### src/rtl/alu_ctrl_pkg.sv
// alu_ctrl_pkg: shared command/condition codes, flag indices and FSM states for alu_issue_ctrl.
package alu_ctrl_pkg;
  localparam logic [3:0] CMD_AND = 4'd0;
  localparam logic [3:0] CMD_XOR = 4'd1;
  localparam logic [3:0] CMD_SUB = 4'd2;
  localparam logic [3:0] CMD_RSB = 4'd3;
  localparam logic [3:0] CMD_ADD = 4'd4;
  localparam logic [3:0] CMD_CMP = 4'd10;
  localparam logic [3:0] CMD_ORR = 4'd12;
  localparam logic [3:0] COND_EQ = 4'd0;
  localparam logic [3:0] COND_NE = 4'd1;
  localparam logic [3:0] COND_CS = 4'd2;
  localparam logic [3:0] COND_CC = 4'd3;
  localparam logic [3:0] COND_MI = 4'd4;
  localparam logic [3:0] COND_PL = 4'd5;
  localparam logic [3:0] COND_VS = 4'd6;
  localparam logic [3:0] COND_VC = 4'd7;
  localparam logic [3:0] COND_HI = 4'd8;
  localparam logic [3:0] COND_LS = 4'd9;
  localparam logic [3:0] COND_GE = 4'd10;
  localparam logic [3:0] COND_LT = 4'd11;
  localparam logic [3:0] COND_GT = 4'd12;
  localparam logic [3:0] COND_LE = 4'd13;
  localparam logic [3:0] COND_AL = 4'd14;
  localparam logic [3:0] COND_NV = 4'd15;
  localparam int F_N = 3;
  localparam int F_Z = 2;
  localparam int F_C = 1;
  localparam int F_V = 0;
  typedef enum logic [1:0] {S_IDLE, S_EXEC, S_WB} state_e;
  function automatic logic cmd_legal(input logic [3:0] c);
    return c inside {CMD_AND, CMD_XOR, CMD_SUB, CMD_RSB, CMD_ADD, CMD_CMP, CMD_ORR};
  endfunction
endpackage

### src/rtl/alu_cond_eval.sv
// alu_cond_eval: ARM condition check of cond against NZCV flags.
module alu_cond_eval
  import alu_ctrl_pkg::*;
(
  input  logic [3:0] cond,
  input  logic [3:0] flags,
  output logic       pass
);
  logic n, z, c, v;
  logic [7:0] base;
  assign {n, z, c, v} = {flags[F_N], flags[F_Z], flags[F_C], flags[F_V]};
  // Odd codes are the negation of the even code below them; 14/15 fall out as AL/NV.
  assign base = {1'b1, !z && (n == v), n == v, c && !z, v, n, c, z};
  assign pass = base[cond[3:1]] ^ cond[0];
endmodule

### src/rtl/alu_issue_ctrl.sv
// alu_issue_ctrl: issues conditional ops to the ALU, owns NZCV, returns results.
// Optional ALU_CTRL_SKIP_CNT_EN builds the saturating condition-fail counter.
module alu_issue_ctrl
  import alu_ctrl_pkg::*;
#(
  parameter int DATA_W = 32
) (
  input  logic              clk,
  input  logic              rst_n,
  input  logic              in_valid,
  output logic              in_ready,
  input  logic [3:0]        in_cond,
  input  logic [3:0]        in_cmd,
  input  logic              in_s,
  input  logic [3:0]        in_rd,
  input  logic [DATA_W-1:0] in_a,
  input  logic [DATA_W-1:0] in_b,
  output logic [DATA_W-1:0] alu_a,
  output logic [DATA_W-1:0] alu_b,
  output logic [3:0]        alu_cmd,
  input  logic [DATA_W-1:0] alu_out,
  input  logic [3:0]        alu_flags,
  output logic              wb_valid,
  input  logic              wb_ready,
  output logic [3:0]        wb_rd,
  output logic [DATA_W-1:0] wb_data,
  output logic [3:0]        flags_q,
  output logic              illegal,
  output logic [15:0]       skip_cnt
);
  state_e state_q, state_d;
  logic [DATA_W-1:0] a_q, a_d, b_q, b_d, wb_data_q, wb_data_d;
  logic [3:0] cmd_q, cmd_d, rd_q, rd_d, flags_d;
  logic s_q, s_d, illegal_q, illegal_d, pass, take;

  alu_cond_eval u_cond (.cond(in_cond), .flags(flags_q), .pass(pass));

  assign take = in_valid && state_q == S_IDLE;

  always_comb begin
    state_d   = state_q;
    a_d       = a_q;
    b_d       = b_q;
    cmd_d     = cmd_q;
    s_d       = s_q;
    rd_d      = rd_q;
    wb_data_d = wb_data_q;
    flags_d   = flags_q;
    illegal_d = take && !cmd_legal(in_cmd);
    if (take && cmd_legal(in_cmd) && pass) begin
      state_d = S_EXEC;
      a_d     = in_a;
      b_d     = in_b;
      cmd_d   = in_cmd;
      s_d     = in_s;
      rd_d    = in_rd;
    end
    if (state_q == S_EXEC) begin
      wb_data_d = alu_out;
      flags_d   = (s_q || cmd_q == CMD_CMP) ? alu_flags : flags_q;
      state_d   = cmd_q == CMD_CMP ? S_IDLE : S_WB;
    end
    if (state_q == S_WB && wb_ready) state_d = S_IDLE;
  end

  always_ff @(posedge clk or negedge rst_n) begin
    if (!rst_n) begin
      state_q   <= S_IDLE;
      a_q       <= '0;
      b_q       <= '0;
      cmd_q     <= '0;
      s_q       <= 1'b0;
      rd_q      <= '0;
      wb_data_q <= '0;
      flags_q   <= '0;
      illegal_q <= 1'b0;
    end else begin
      state_q   <= state_d;
      a_q       <= a_d;
      b_q       <= b_d;
      cmd_q     <= cmd_d;
      s_q       <= s_d;
      rd_q      <= rd_d;
      wb_data_q <= wb_data_d;
      flags_q   <= flags_d;
      illegal_q <= illegal_d;
    end
  end

  assign in_ready = state_q == S_IDLE;
  assign wb_valid = state_q == S_WB;
  assign alu_a    = a_q;
  assign alu_b    = b_q;
  assign alu_cmd  = cmd_q;
  assign wb_rd    = rd_q;
  assign wb_data  = wb_data_q;
  assign illegal  = illegal_q;

`ifdef ALU_CTRL_SKIP_CNT_EN
  logic [15:0] skip_q, skip_d;
  logic skip_inc;
  assign skip_inc = take && cmd_legal(in_cmd) && !pass;
  always_comb skip_d = (skip_inc && skip_q != 16'hFFFF) ? skip_q + 16'd1 : skip_q;
  always_ff @(posedge clk or negedge rst_n) begin
    if (!rst_n) skip_q <= '0;
    else skip_q <= skip_d;
  end
  assign skip_cnt = skip_q;
`else
  assign skip_cnt = '0;
`endif
endmodule

### config.mk
export PLATFORM = sky130hd
export DESIGN_NAME = alu_issue_ctrl
export DESIGN_NICKNAME = d
export VERILOG_FILES = /design/src/rtl/alu_ctrl_pkg.sv /design/src/rtl/alu_cond_eval.sv /design/src/rtl/alu_issue_ctrl.sv
export SDC_FILE = /design/constraint.sdc
export NUM_CORES = 1
export LEC_CHECK = 0
export BUFFER_PORTS_ARGS = -buffer_cell sky130_fd_sc_hd__buf_2
export CORE_ASPECT_RATIO = 1.5
export CORE_MARGIN = 1
export CORE_UTILIZATION = 46
export CTS_BUF_LIST = sky130_fd_sc_hd__clkbuf_4
export CTS_CLUSTER_SIZE = 8
export DETAILED_ROUTE_END_ITERATION = 16
export PLACE_DENSITY = 0.82
export SYNTH_ARGS = -nofsm -noshare
export SYNTH_HDL_FRONTEND = slang
export SYNTH_SLANG_ARGS = --single-unit
### constraint.sdc
create_clock -name clk -period 2.3 [get_ports clk]
set_clock_uncertainty 0.05 [all_clocks]
set_input_delay 0 -clock clk [delete_from_list [all_inputs] [get_ports clk]]
set_output_delay 0 -clock clk [all_outputs]
set_load 0.01 [all_outputs]
# Yosys cells after proc, flatten, opt, wreduce, memory -nomap -nowiden
# Cells that the tools add are included.
# classes
n_bitwise	1
reduce_logical	15
muxes	6
eq_ne	10
n_lt_le_gt_ge	1
# op_table
cell	count
== test 4 bit, second input constant	3
== test 4 x 2 -> 1 bit, second input constant	2
two-way mux 2 bit	4
logical AND 1 bit	7
nonzero test 7 bit	1
== test 4 x 1 -> 1 bit, second input constant	1
== test 4 x 3 -> 1 bit, second input constant	1
zero test 4 bit	1
less-than comparator 3 x 4 -> 1 bit, second input constant	1
binary-select mux 1 bit (select 3 bit)	1
nonzero test 3 bit	1
== test 2 x 1 -> 1 bit, second input constant	1
== test 2 bit, second input constant	1
zero test 1 bit	2
zero test 2 bit	1
AND reduction 2 bit	1
== test 1 bit	1
logical OR 1 bit	1
two-way mux 1 bit	1
XOR 1 bit	1
# word_totals
output_inout_bits	127
input_bits	117
reg_bits	112

# Logic depth before layout (Yosys ltp)
# Gate-level depths: netlist of run 1.
# logic_depth
word_depth	9
ltp_mapped	7
mapped_depth_nobuf	5

# Modules after synthesis
# A second synthesis of run 1 with hierarchy kept.
# unflattened
cells_unflattened	278
hier_area_um2	4732.0
# by_module_without_submodules
mod	n_inst	area_each_um2	cells_each
alu_issue_ctrl	1	4638.2	267
alu_cond_eval	1	93.8	11

# Least setup slack after synthesis of run 1
# Ideal clock, no wire load.
# synth_path
path_type	register to register
from	reg flags_q[3]
to	reg a_q[17], in the netlist alu_a[17]
path_slack_ps	263
path_buffers	2
arrival_time_ps	1860
period_less_slack_ps	2037
path_stages_with_launch	8
setup_ps	127
t_required_ps	2123
cell_sequence	dfrtp_1 xor2_1 a41oi_1 o311a_1 mux2i_1 buf_4 buf_6 mux2_1
# synth_via
elab_chain_cells	6
# synth_lines
item	line_no	rtl
from (decl)	alu_issue_ctrl.sv:27	output logic [3:0] flags_q,
from (signal assigned)	alu_issue_ctrl.sv:85	flags_q <= flags_d;
== test 1 bit	alu_cond_eval.sv:13	assign base = {1'b1, !z && (n == v), n == v, c && !z, v, n, c, z};
logical AND 1 bit	alu_cond_eval.sv:13	
binary-select mux 1 bit (select 3 bit) *	alu_cond_eval.sv:14	assign pass = base[cond[3:1]] ^ cond[0];
two-way mux 1 bit (implied by the code) *	alu_cond_eval.sv:14	
XOR 1 bit *	alu_cond_eval.sv:14	
logical AND 1 bit *	alu_issue_ctrl.sv:50	if (take && cmd_legal(in_cmd) && pass) begin
to (signal assigned)	alu_issue_ctrl.sv:69	a_q <= '0;
to (signal assigned)	alu_issue_ctrl.sv:79	a_q <= a_d;
to (decl)	alu_issue_ctrl.sv:32	logic [DATA_W-1:0] a_q, a_d, b_q, b_d, wb_data_q, wb_data_d;
# Mark *: on every way between the ends. The rest lies on a longest branch, timed or not. The select of a mux whose other input is x is not followed.
# A chain may end at the register's enable or synchronous reset.

# Final worst setup path of run 1
# layout_path
from	reg flags_q[3]
to	reg a_q[26], in the netlist alu_a[26]
# The elaborated chain is that of the path after synthesis.

==> impl_summary.log, run 1 <==
INFO  metric cts_max_level = 3
INFO  metric synth-seq-cells = 112
INFO  metric ys_top_cells_by_count = 112 x sky130_fd_sc_hd__dfrtp_1, 63 x sky130_fd_sc_hd__mux2_1, 46 x sky130_fd_sc_hd__mux2_2, 17 x sky130_fd_sc_hd__buf_4, 6 x sky130_fd_sc_hd__buf_6
INFO  metric slew_headroom = 62.9%
INFO  metric synth.most_common_cell = sky130_fd_sc_hd__dfrtp_1
INFO  metric clock_path_buffers = 2
INFO  metric vias_per_cell = 4.91
INFO  metric dpl.hpwl = 7.48 mm
INFO  metric design.portCount = 244
INFO  metric netlist-cell-type-count = 27
INFO  metric grtUsageTotal = 25.8%
INFO  metric main_combinational_cell_family_by_area_after_synthesis = multiplexers
INFO  metric cp_data_arrival_time = 2.49 ns
INFO  metric max_slew.worst_pin.slew = 0.551 ns
INFO  metric insertion_delay = 0.44 ns
INFO  metric fin_crit = 2.22 ns
INFO  metric synth_enable_flop_cells = 0
INFO  metric report.final.setup_viol = 0
INFO  metric die_span_in_x = 82.4 um
INFO  metric grt_setup_unrepaired = false
INFO  metric synth-warning-count = 0
INFO  metric yosys.area.top_type = sky130_fd_sc_hd__dfrtp_1
INFO  metric yosys-top-cells-area = sky130_fd_sc_hd__dfrtp_1 63%, sky130_fd_sc_hd__mux2_1 16%, sky130_fd_sc_hd__mux2_2 12%
INFO  metric setup.worst_path.start_class = flip-flop
INFO  metric cpMaxStageDelayCell = sky130_fd_sc_hd__dfrtp_1
INFO  metric share_of_cells_above_drive_strength_1 = 47.4%
INFO  metric route.detailed.drc = 0
INFO  metric avgRoutedWirePerCell = 17.3 um
INFO  metric globalplace.congestion = 0.834
INFO  metric design.core.area = 9310 um2
INFO  metric count_of_port_buffers_added_during_placement = 227
INFO  metric route.vias.total = 3656
INFO  metric die_area = 10100 um2
INFO  metric critical-path-top-cell-by-count = sky130_fd_sc_hd__buf_12
INFO  metric fillerInstances = 576
INFO  metric ir_drop = 776 uV
INFO  metric synth.cell_area = 4460 um2
INFO  metric maxCapViolCount = 0
INFO  metric timing.final.hold_violations = 0
INFO  metric cp_max_fo = 22
INFO  metric worst-r2r-cell-count = 7
INFO  metric final.setup.tns = 0 ns
INFO  metric status = completed
INFO  metric timing.critical_path.slowest_cell_delay = 0.45 ns
INFO  metric power-per-cell-area = 1130 nW/um2
INFO  metric syn_area_per_cell = 15.9 um2
INFO  metric critPathRequiredTime = 2.58 ns
INFO  metric worstSetupEndpointType = flip-flop
INFO  metric setup.worst_path.class = flip-flop to flip-flop
INFO  metric starting_density_of_the_core = 47.9%
INFO  metric drtPass1Iterations = 4
INFO  metric grt_max_degree = 52
INFO  metric floorplan.rows = 43
INFO  metric yosys.area_share.simple = 1.85%
INFO  metric antenna_left = 0
INFO  metric async_reset_ff_share = 100%
INFO  metric finalCritPeriodShare = 96.4%
INFO  metric num-nets-final = 743
INFO  metric maxClockFrequency = 0.451 GHz
INFO  metric netlist.area_leader.share = 62.9%
INFO  metric yosys.area_share.xor_xnor = 0.393%
INFO  metric clock_tree.root_cell = sky130_fd_sc_hd__clkbuf_4
INFO  metric grt_antenna_before_repair = 1
INFO  metric drt_iter0_markers = 128
INFO  metric yosys.area_share.adder = 0%
INFO  metric synth-seq-area-share = 62.9%
INFO  metric tightest_hold_check_type = input port to asynchronous set/reset pin
INFO  metric grt_first_pass_wirelength = 19.0 mm
INFO  metric via_count_of_the_first_global_routing_pass = 4036
INFO  metric grt_overflow_total = 0
INFO  metric cts_clock_pin_slew_for_the_worst_setup_and_hold_paths = 0.16 ns
INFO  metric cts_tree = built
INFO  metric clkSinkCount = 112
INFO  metric synth_cells = 281
INFO  metric slew_violations = 0
INFO  metric syn2layout_area_growth = 56.9%
INFO  metric die_h = 123 um
INFO  metric post-route-worst-setup-slack = 0.0828 ns
INFO  metric postRouteWirelength = 12.9 mm
INFO  metric worstPathCellList = xor2_1 -> a41oi_1 -> o311a_1 -> mux2i_4 -> buf_12 -> buf_12 -> mux2_1
INFO  metric dpl_worst_slack = 0.107 ns
INFO  metric synth_compound_area_share = 1.77%
INFO  metric synthFlopType = sky130_fd_sc_hd__dfrtp_1
INFO  metric tritoncts.num_buffers = 9
INFO  metric post_synth_mux_area_share = 28.0%
INFO  metric static-leakage-power = 3.43 nW
power breakdown:
part	switching, W	internal, W
logic	0.00163	0.00178
clock network	0.000610	0.000339
registers	0.000565	0.00296
total	0.00281	0.00508
metrics by stage:
stage	instances	util, %	hold slack, ns	area, um2	power [W]
after floorplan	296	-	-0.346	4520	0.00522
after global placement	612	60.9	-0.0446	5670	0.00651
after global routing	744	75.2	0.0393	7000	0.00838
after detailed placement	612	60.9	-0.0356	5670	0.00669
final	744	75.2	0.0191	7000	0.00789
after CTS	740	74.4	0.00256	6930	0.00778
layout by cell type, fill, tap and decap left out, drive strengths merged:
master and count:
o21ai 2, nor2 2, dfrtp 112, nor4 1
nor3b 1, o21bai 1, xor2 1, dlygate4sd3 112
diode 1, clkinv 3, inv 3, mux2 109
conb 16, a22oi 1, nor4bb 1, nor2b 5
a21o 1, mux2i 2, xnor2 1, clkbuf 12
bufinv 1, clkinvlp 2, o311a 2, o31a 1
buf 233, o2bb2ai 1, a41oi 1, nand2 2
nand2b 2
critical path, delay by kind of cell (launching register included):
kind                   cells  cell delay, ns
buffers and inverters      2            0.32
multiplexers               2            0.63
XOR/XNOR                   1            0.18
AO/OA/AOI/OAI              2            0.46
flip-flops                 1            0.45
final cells by class:
type | count | area, um2 | area share, %
inverter | 3 | 11.3 | 0.161
clock buffer | 10 | 75.1 | 1.07
sequential | 112 | 2800 | 40.1
timing repair buffer | 347 | 2400 | 34.4
antenna | 1 | 2.50 | 0.0358
tap | 112 | 140 | 2.00
multi-input combinational | 153 | 1500 | 21.5
clock inverter | 6 | 60.1 | 0.858
state kept, by name, summed over array words and instances, names as in the netlist:
signal   flops
s_q          1
wb_data     32
state_q      2
alu_a       32
wb_rd        4
alu_cmd      4
alu_b       32
illegal      1
flags_q      4
kinds of logic after synthesis:
group                  Yosys count
AND/OR/NAND/NOR                 14
buffers and inverters           31
flip-flops                     112
multiplexers                   111
other                            1
AO/OA/AOI/OAI                   10
XOR/XNOR                         2
worst paths after layout:
path                                  from          to  slack [ns]
worst max-delay path            flags_q[3]   alu_a[26]        0.08
worst min-delay path                 rst_n   alu_a[14]        0.02
worst max register to register  flags_q[3]   alu_a[26]        0.08
worst min register to register    wb_rd[0]    wb_rd[0]        0.45
max in group asynchronous            rst_n   alu_a[18]        1.48
min in group clk                  wb_ready  state_q[1]        0.21
routing by layer:
metal  up-vias  GRT usage, %  share of wire [%]
met3        49          6.69                5.8
met1      1788          24.5                 33
li1       1641             -                  -
met2       178          47.2                 56
met4         0          16.2                4.9
met5         -             0                  0
what timing repair did:
item                                    CTS  global route
resized for setup                         0             0
hold buffers                            112             0
endpoints found under the hold margin   223             0
endpoints found under the setup margin    0             8
setup buffers                             0             1
No activity file was read; power rests on OpenSTA's default activity.
==> inputs of run 2 (changes only) <==
- CORE_MARGIN: 1 -> 2
- CORE_UTILIZATION: 46 -> 47
- PLACE_DENSITY: 0.82 -> 0.83
- SYNTH_HIERARCHICAL: unset -> 1
==> run 2 against run 1 <==
The run now ends with negative setup slack left; area after synthesis is 6.1% higher; sequential power hardly changed; maximum frequency is 9.6% lower; cell count is 1.3% higher; critical path type unchanged; critical endpoint is now alu_b[16]; largest power group is now combinational cells.
==> impl_summary.log, run 2 <==
INFO  metric floorplan.rows = 44 (+2.3%)
INFO  metric insertion_delay = 0.45 ns (about the same)
INFO  metric maxClockFrequency = 0.408 GHz (-9.6%)
INFO  metric design.core.area = 9740 um2 (+4.7%)
INFO  metric final_cell_count_no_fill = 754 (+1.3%)
INFO  metric dpl.hpwl = 8.15 mm (+9.0%)
INFO  metric yosys.area.top_type = sky130_fd_sc_hd__dfrtp_1
INFO  metric netlist.area_leader.share = 59.2% (-3.6 points)
INFO  metric netlist-cell-type-count = 29 (+7.4%)
INFO  metric fillerInstances = 590 (+2.4%)
INFO  metric cell_area_reported_after_detailed_placement = 5930 um2 (+4.6%)
INFO  metric setup.worst_path.class = flip-flop to flip-flop
INFO  metric slew_headroom = 66.5% (+3.6 points)
INFO  metric syn_area_per_cell = 17.0 um2 (+7.3%)
INFO  metric worst_hold_slack_across_all_endpoints = 0.207 ns (+0.188 ns)
INFO  metric grt_max_degree = 65 (+25%)
INFO  metric numPlacedInstances = 617 (+0.82%)
INFO  metric share_of_cells_above_drive_strength_1 = 58.2% (+11 points)
INFO  metric fin_crit = 2.45 ns (+0.236 ns)
INFO  metric synth_enable_flop_cells = 0 (unchanged)
INFO  metric grt_first_pass_wirelength = 20.3 mm (+6.9%)
INFO  metric avgRoutedWirePerCell = 18.3 um (+5.8%)
INFO  metric cp_data_arrival_time = 2.75 ns (+0.26 ns)
INFO  metric cts_clock_pin_slew_for_the_worst_setup_and_hold_paths = 0.16 ns (about the same)
INFO  metric count_of_port_buffers_added_during_placement = 227 (unchanged)
INFO  metric async_reset_ff_share = 100% (unchanged)
INFO  metric synth-warning-count = 6 (+6)
INFO  metric worst-r2r-cell-count = 8 (+1)
INFO  metric synth-seq-area-share = 59.2% (-3.6 points)
INFO  metric hold_depth = 3
INFO  metric synth.most_common_cell = sky130_fd_sc_hd__dfrtp_1
INFO  metric syn2layout_area_growth = 54.9%
INFO  metric p_total = 0.00831 W (+5.4%)
INFO  metric starting_density_of_the_core = 48.6% (+0.65 points)
INFO  metric final_core_utilization = 75.2% (about the same)
INFO  metric synth-seq-cells = 112 (unchanged)
INFO  metric slew_violations = 0 (unchanged)
INFO  metric yosys-top-cells-area = sky130_fd_sc_hd__dfrtp_1 59%, sky130_fd_sc_hd__mux2_4 19%, sky130_fd_sc_hd__mux2_2 12%
INFO  metric die_span_in_x = 85.9 um (+4.3%)
INFO  metric post-route-worst-setup-slack = -0.153 ns (-0.236 ns)
INFO  metric finalCritPeriodShare = 107% (+10 points)
INFO  metric drtPass1Iterations = 4 (unchanged)
INFO  metric grtUsageTotal = 24.6% (-1.1 points)
INFO  metric postLayoutCellArea = 7330 um2 (+4.8%)
INFO  metric static-leakage-power = 3.81 nW (+11%)
INFO  metric max_slew.worst_pin.slew = 0.496 ns (-0.0556 ns)
INFO  metric maxCapViolCount = 0 (unchanged)
INFO  metric die_h = 127 um (+3.5%)
INFO  metric mostFrequentLayoutCells = 226 x sky130_fd_sc_hd__buf_2, 115 x sky130_fd_sc_hd__dlygate4sd3_1, 112 x sky130_fd_sc_hd__dfrtp_1
INFO  metric status = finished, violations left
INFO  metric report.final.setup_viol = 73 (+73)
INFO  metric cts_max_level = 3 (unchanged)
INFO  metric power-per-cell-area = 1130 nW/um2 (+0.61%)
INFO  metric cp_max_fo = 20 (-9.1%)
INFO  metric failing_checks = negative setup slack
INFO  metric postRouteWirelength = 13.8 mm (+7.2%)
INFO  metric via_count_of_the_first_global_routing_pass = 3978 (-1.4%)
INFO  metric timing.final.hold_violations = 0 (unchanged)
INFO  metric synth_cells = 278 (-1.1%)
INFO  metric ir_drop = 719 uV (-7.4%)
INFO  metric grt_overflow_total = 0 (unchanged)
INFO  metric setup.worst_path.start_class = flip-flop
INFO  metric vias_per_cell = 4.81 (-2.1%)
INFO  metric die_area = 10900 um2 (+8.0%)
INFO  metric antenna_left = 0 (unchanged)
INFO  metric clkSinkCount = 112 (unchanged)
INFO  metric tritoncts.num_buffers = 9 (unchanged)
INFO  metric num-nets-final = 751 (+1.1%)
INFO  metric drt_iter0_markers = 100 (-22%)
INFO  metric clock_tree.root_cell = sky130_fd_sc_hd__clkbuf_4
INFO  metric final_common_cell = sky130_fd_sc_hd__buf_2
INFO  metric route.detailed.drc = 0 (unchanged)
INFO  metric synth.cell_area = 4730 um2 (+6.1%)
INFO  metric critPathRequiredTime = 2.60 ns (+0.02 ns)
INFO  metric cts_tree = built
INFO  metric worstSetupEndpointType = flip-flop
INFO  metric tightest_hold_check_type = input port to flip-flop
INFO  metric ys_top_cells_by_count = 112 x sky130_fd_sc_hd__dfrtp_1, 59 x sky130_fd_sc_hd__mux2_4, 50 x sky130_fd_sc_hd__mux2_2, 16 x sky130_fd_sc_hd__buf_4
INFO  metric grt_setup_unrepaired = true
INFO  metric route.vias.total = 3627 (-0.79%)
INFO  metric grt_antenna_before_repair = 1 (unchanged)
INFO  metric synthFlopType = sky130_fd_sc_hd__dfrtp_1
INFO  metric clock_path_buffers = 2 (unchanged)
INFO  metric globalplace.congestion = 0.809 (-3.1%)
INFO  metric design.portCount = 244 (unchanged)
==> run 2: report_power, final <==
group	total, W	leakage (nW)	switching [W]	internal, W
registers	0.00353	1.34	0.000588	0.00294
logic	0.00384	2.41	0.00165	0.00220
clock network	0.000938	0.0673	0.000616	0.000322
==> run 2: final cells by class <==
type,count,area [um2],share of cell area [%]
tap,115,144,1.96
multi-input combinational,151,1730,23.6
clock inverter,6,58.8,0.802
antenna,1,2.50,0.0341
timing repair buffer,358,2520,34.4
inverter,2,7.51,0.102
clock buffer,9,67.6,0.922
sequential,112,2800,38.2
==> run 2: repair_timing <==
item                                    4_1_cts  5_1_grt
cloned                                        0        4
hold endpoints to repair                    223        0
setup buffers                                 0        1
hold buffers                                116        0
endpoints found under the setup margin       73       73
resized for setup                             1        2
pin swaps                                     0        2
==> run 2: logic make-up (layout without fill, tap and decap cells) <==
| group | count (synthesis) | in the layout | share of synthesized area (%) |
|---|---|---|---|
| DFF | 112 | 112 | 59.2 |
| muxes | 110 | 110 | 31.1 |
| AOI/OAI and AO/OA | 9 | 9 | 1.69 |
| buffers and inverters | 30 | 375 | 5.90 |
| and+or+nand+nor | 13 | 13 | 1.45 |
| other | 1 | 17 | 0.0792 |
| xor gates and xnor gates | 3 | 3 | 0.555 |
==> run 2: critical path, cell delays in order (launching register included) <==
cell and delay [ns]:
sky130_fd_sc_hd__dfrtp_1 0.44, sky130_fd_sc_hd__mux4_2 0.48, sky130_fd_sc_hd__a32oi_2 0.20, sky130_fd_sc_hd__xnor2_1 0.14, sky130_fd_sc_hd__a21boi_2 0.23, sky130_fd_sc_hd__o2111ai_4 0.15, sky130_fd_sc_hd__buf_12 0.18, sky130_fd_sc_hd__buf_12 0.17
sky130_fd_sc_hd__mux2_4 0.31
==> run 2: through the flow <==
| step | setup TNS, ns | setup WS, ns |
|---|---|---|
| finish | -8.74 | -0.153 |
| global route | -13.36 | -0.213 |
| CTS | -2.16 | -0.0732 |
| detailed placement | -4.89 | -0.108 |
| global placement | -1.42 | -0.0426 |
| floorplan | 0 | 0.0104 |
==> run 2: routing by layer <==
metal | track usage, % | routed length (um) | share of wire, % | vias up
met5 | 0 | 0 | 0 | -
met4 | 14.2 | 555 | 4.0 | 0
li1 | - | - | - | 1652
met3 | 4.55 | 800 | 5.8 | 42
met2 | 44.8 | 7590 | 55 | 178
met1 | 26.0 | 4850 | 35 | 1755
==> run 2: final timing paths <==
check / startpoint / end / slack, ns
min: wb_ready / state_q[1] / 0.21
max in group asynchronous: rst_n / state_q[0] / 1.29
max: flags_q[3] / alu_b[16] / -0.15
min reg2reg: alu_a[19] / alu_a[19] / 0.47
max reg2reg: flags_q[3] / alu_b[16] / -0.15
min in group asynchronous: rst_n / alu_b[19] / 0.53
==> inputs of run 3 (changes only) <==
- ABC_AREA: unset -> 1
- CORE_UTILIZATION: 47 -> 45
- CTS_BUF_LIST: sky130_fd_sc_hd__clkbuf_4 -> unset
- PLACE_DENSITY: 0.83 -> 0.79
- SKIP_CTS_REPAIR_TIMING: unset -> 1
==> run 3 against run 2 <==
The flow now finishes without violations; first-iteration DRC count grew to 3.1 times the previous value; routed wire length grew 10%; register-to-register slack gained 0.54 ns; total power grew 2.8%; core utilization shrank 3.7 points; count of clock-buffer cells in the layout grew 1; cell count grew 35%; clock power grew 67%.
==> impl_summary.log, run 3 <==
INFO  metric status = completed
INFO  metric static-leakage-power = 4.13 nW (+8.3%)
INFO  metric netlist-cell-type-count = 17 (-41%)
INFO  metric syn2layout_area_growth = 53.7%
INFO  metric grtUsageTotal = 20.1% (-4.6 points)
INFO  metric starting_density_of_the_core = 46.5% (-2.0 points)
INFO  metric via_count_of_the_first_global_routing_pass = 4074 (+2.4%)
INFO  metric mostFrequentLayoutCells = 264 x sky130_fd_sc_hd__nand2_1, 226 x sky130_fd_sc_hd__buf_2, 112 x sky130_fd_sc_hd__dfrtp_1, 112 x sky130_fd_sc_hd__dlygate4sd3_1, 83 x sky130_fd_sc_hd__nand3_1
INFO  metric globalplace.congestion = 0.766 (-5.3%)
INFO  metric clockPowerShare = 18.4% (+7.1 points)
INFO  metric vias_per_cell = 4.90 (+1.9%)
INFO  metric postRouteWirelength = 15.2 mm (+10%)
INFO  metric worstReg2RegEnd = alu_a[27]
INFO  metric die_h = 130 um (+2.2%)
INFO  metric drtPass1Iterations = 7 (+3)
INFO  metric ir_drop = 607 uV (-16%)
INFO  metric cpMaxStageDelayCell = sky130_fd_sc_hd__dfrtp_1
INFO  metric cp_data_arrival_time = 2.08 ns (-0.67 ns)
INFO  metric tritoncts.num_buffers = 9 (unchanged)
INFO  metric synthFlopType = sky130_fd_sc_hd__dfrtp_1
INFO  metric cts_clock_pin_slew_for_the_worst_setup_and_hold_paths = 0.07 ns (-0.09 ns)
INFO  metric power-per-cell-area = 1170 nW/um2 (+3.4%)
INFO  metric ys_top_cells_by_count = 266 x sky130_fd_sc_hd__nand2_1, 112 x sky130_fd_sc_hd__dfrtp_1, 83 x sky130_fd_sc_hd__nand3_1, 23 x sky130_fd_sc_hd__buf_4, 15 x sky130_fd_sc_hd__buf_6
INFO  metric switching_share = 38.9% (+4.6 points)
INFO  metric syn_area_per_cell = 8.78 um2 (-48%)
INFO  metric maxClockFrequency = 0.522 GHz (+28%)
INFO  metric cts_max_level = 3 (unchanged)
INFO  metric dpl.hpwl = 8.88 mm (+8.9%)
INFO  metric timing.final.hold_violations = 0 (unchanged)
INFO  metric avgRoutedWirePerCell = 15.0 um (-18%)
INFO  metric synth_cells = 540 (+94%)
INFO  metric internal_power = 0.00522 W (-4.4%)
INFO  metric clock_path_buffers = 2 (unchanged)
INFO  metric worstSetupEndpointType = flip-flop
INFO  metric setup.worst_path.class = flip-flop to flip-flop
INFO  metric die_area = 11400 um2 (+4.5%)
INFO  metric antenna_left = 0 (unchanged)
INFO  metric regToRegSetupSlack = 0.39 ns (+0.54 ns)
INFO  metric num-nets-final = 985 (+31%)
INFO  metric worstPathCellList = a21oi_1 -> o21ai_0 -> nand3b_1 -> nand3_1 -> nand2_1 -> inv_1 -> nor2_4 -> nand2_2 -> buf_4 -> nand2_1 -> nand2_1
INFO  metric grt_first_pass_wirelength = 18.1 mm (-11%)
INFO  metric fillerInstances = 675 (+14%)
INFO  metric pwr-share-comb = 40.3% (-5.9 points)
INFO  metric final_cell_count_no_fill = 1015 (+35%)
INFO  metric synth-seq-area-share = 59.1% (-0.13 points)
INFO  metric synth.cell_area = 4740 um2 (+0.21%)
INFO  metric clock_tree.root_cell = sky130_fd_sc_hd__clkbuf_16
INFO  metric critical-path-top-cell-by-count = sky130_fd_sc_hd__nand2_1
INFO  metric timing.critical_path.slowest_cell_delay = 0.44 ns (-0.04 ns)
INFO  metric critical_path_cell_count = 11 (+3)
INFO  metric cts_tree = built
INFO  metric netlist.area_leader.share = 59.1% (-0.13 points)
INFO  metric critical_path.top_delay_family = simple AND/OR/NAND/NOR gates
INFO  metric critPathRequiredTime = 2.46 ns (-0.14 ns)
INFO  metric async_reset_ff_share = 100% (unchanged)
INFO  metric grt_max_degree = 57 (-12%)
INFO  metric synth-seq-cells = 112 (unchanged)
INFO  metric fin_crit = 1.91 ns (-0.538 ns)
INFO  metric setup.worst_path.start_class = flip-flop
INFO  metric grt_overflow_total = 0 (unchanged)
INFO  metric share_of_cells_above_drive_strength_1 = 29.7% (-28 points)
INFO  metric count_of_port_buffers_added_during_placement = 227 (unchanged)
INFO  metric insertion_delay = 0.33 ns (-0.12 ns)
INFO  metric drt_iter0_markers = 309 (+210%)
INFO  metric route.vias.total = 4974 (+37%)
INFO  metric final_common_cell = sky130_fd_sc_hd__nand2_1
INFO  metric final.setup.tns = 0 ns (+8.74 ns)
INFO  metric grt_setup_unrepaired = false
INFO  metric die_span_in_x = 87.8 um (+2.2%)
INFO  metric design.portCount = 244 (unchanged)
INFO  metric maxCapViolCount = 0 (unchanged)
INFO  metric finalCritPeriodShare = 83.3% (-23 points)
INFO  metric synth_enable_flop_cells = 0 (unchanged)
INFO  metric floorplan.rows = 45 (+2.3%)
INFO  metric synth.most_common_cell = sky130_fd_sc_hd__nand2_1
INFO  metric synth-warning-count = 6 (unchanged)
INFO  metric tightest_hold_check_type = input port to asynchronous set/reset pin
INFO  metric yosys-top-cells-area = sky130_fd_sc_hd__dfrtp_1 59%, sky130_fd_sc_hd__nand2_1 21%, sky130_fd_sc_hd__nand3_1 8.8%
INFO  metric wp_buf_inv = 2 (unchanged)
INFO  metric design.core.area = 10200 um2 (+4.6%)
INFO  metric worst-r2r-cell-count = 11 (+3)
INFO  metric critical_path.reg2reg.startpoint = flags_q[0]
INFO  metric clkSinkCount = 112 (unchanged)
INFO  metric report.final.setup_viol = 0 (-100%)
INFO  metric grt_antenna_before_repair = 0 (-1)
INFO  metric seq_power_share = 41.4% (-1.1 points)
INFO  metric yosys.area.top_type = sky130_fd_sc_hd__dfrtp_1
INFO  metric cp_max_fo = 33 (+65%)
INFO  metric slew_violations = 0 (unchanged)
INFO  metric power.switching = 0.00333 W (+17%)
INFO  metric route.detailed.drc = 0 (unchanged)
INFO  metric numPlacedInstances = 886 (+44%)
==> run 3: worst max-delay path by stage <==
| stage | endpoint | from |
|---|---|---|
| after global placement | alu_a[16] | flags_q[0] |
| after detailed placement | alu_a[24] | flags_q[0] |
| after CTS | alu_a[24] | flags_q[0] |
| after floorplan | alu_cmd[1] | flags_q[3] |
| after global routing | alu_a[27] | flags_q[0] |
| final | alu_a[27] | flags_q[0] |
==> run 3: area by class of cell <==
cell class | count | area [um2] | share of cell area [%]
Multi-Input combinational cell | 382 | 1580 | 21.6
Antenna cell | 1 | 2.50 | 0.0343
Sequential cell | 112 | 2800 | 38.5
Clock inverter | 6 | 67.6 | 0.927
Inverter | 14 | 52.6 | 0.721
Tap cell | 141 | 176 | 2.42
Timing Repair Buffer | 349 | 2370 | 32.5
Clock buffer | 10 | 239 | 3.28
==> run 3: power by group through the flow <==
stage          Combinational [W]  Sequential [W]  Clock, W
2_1_floorplan            0.00136         0.00395         0
3_3_place_gp             0.00312         0.00349         0
3_5_place_dp             0.00324         0.00352         0
4_1_cts                  0.00323         0.00351   0.00161
5_1_grt                  0.00382         0.00363   0.00170
6_report                 0.00344         0.00354   0.00157
==> run 3: cell families (layout without fill, tap and decap cells) <==
family                 Yosys count  count (layout)  synth area share [%]
flip-flops                     112             112                  59.1
other                            1              17                0.0791
AND/OR/NAND/NOR                360             360                  31.0
buffers and inverters           61             379                  9.13
AO/OA/AOI/OAI                    6               6                 0.712
==> run 3: through the flow <==
step	area [um2]	utilization, %	setup slack, ns	power [W]	hold slack [ns]
6_report	7290	71.5	0.385	0.00855	0.109
5_1_grt	7290	71.5	0.216	0.00915	0.131
2_1_floorplan	4800	-	0.661	0.00531	-0.346
3_3_place_gp	5860	57.5	0.516	0.00661	-0.0776
3_5_place_dp	5860	57.5	0.467	0.00676	-0.0732
4_1_cts	6160	60.5	0.459	0.00835	-0.443
==> run 3: per-layer routing <==
metal  vias up  routed length, um  GRT usage (%)
met5         -                  0              0
li1       2305                  -              -
met3        40               1230           5.50
met1      2352               5500           23.3
met4         0                383           6.61
met2       277               8080           35.5
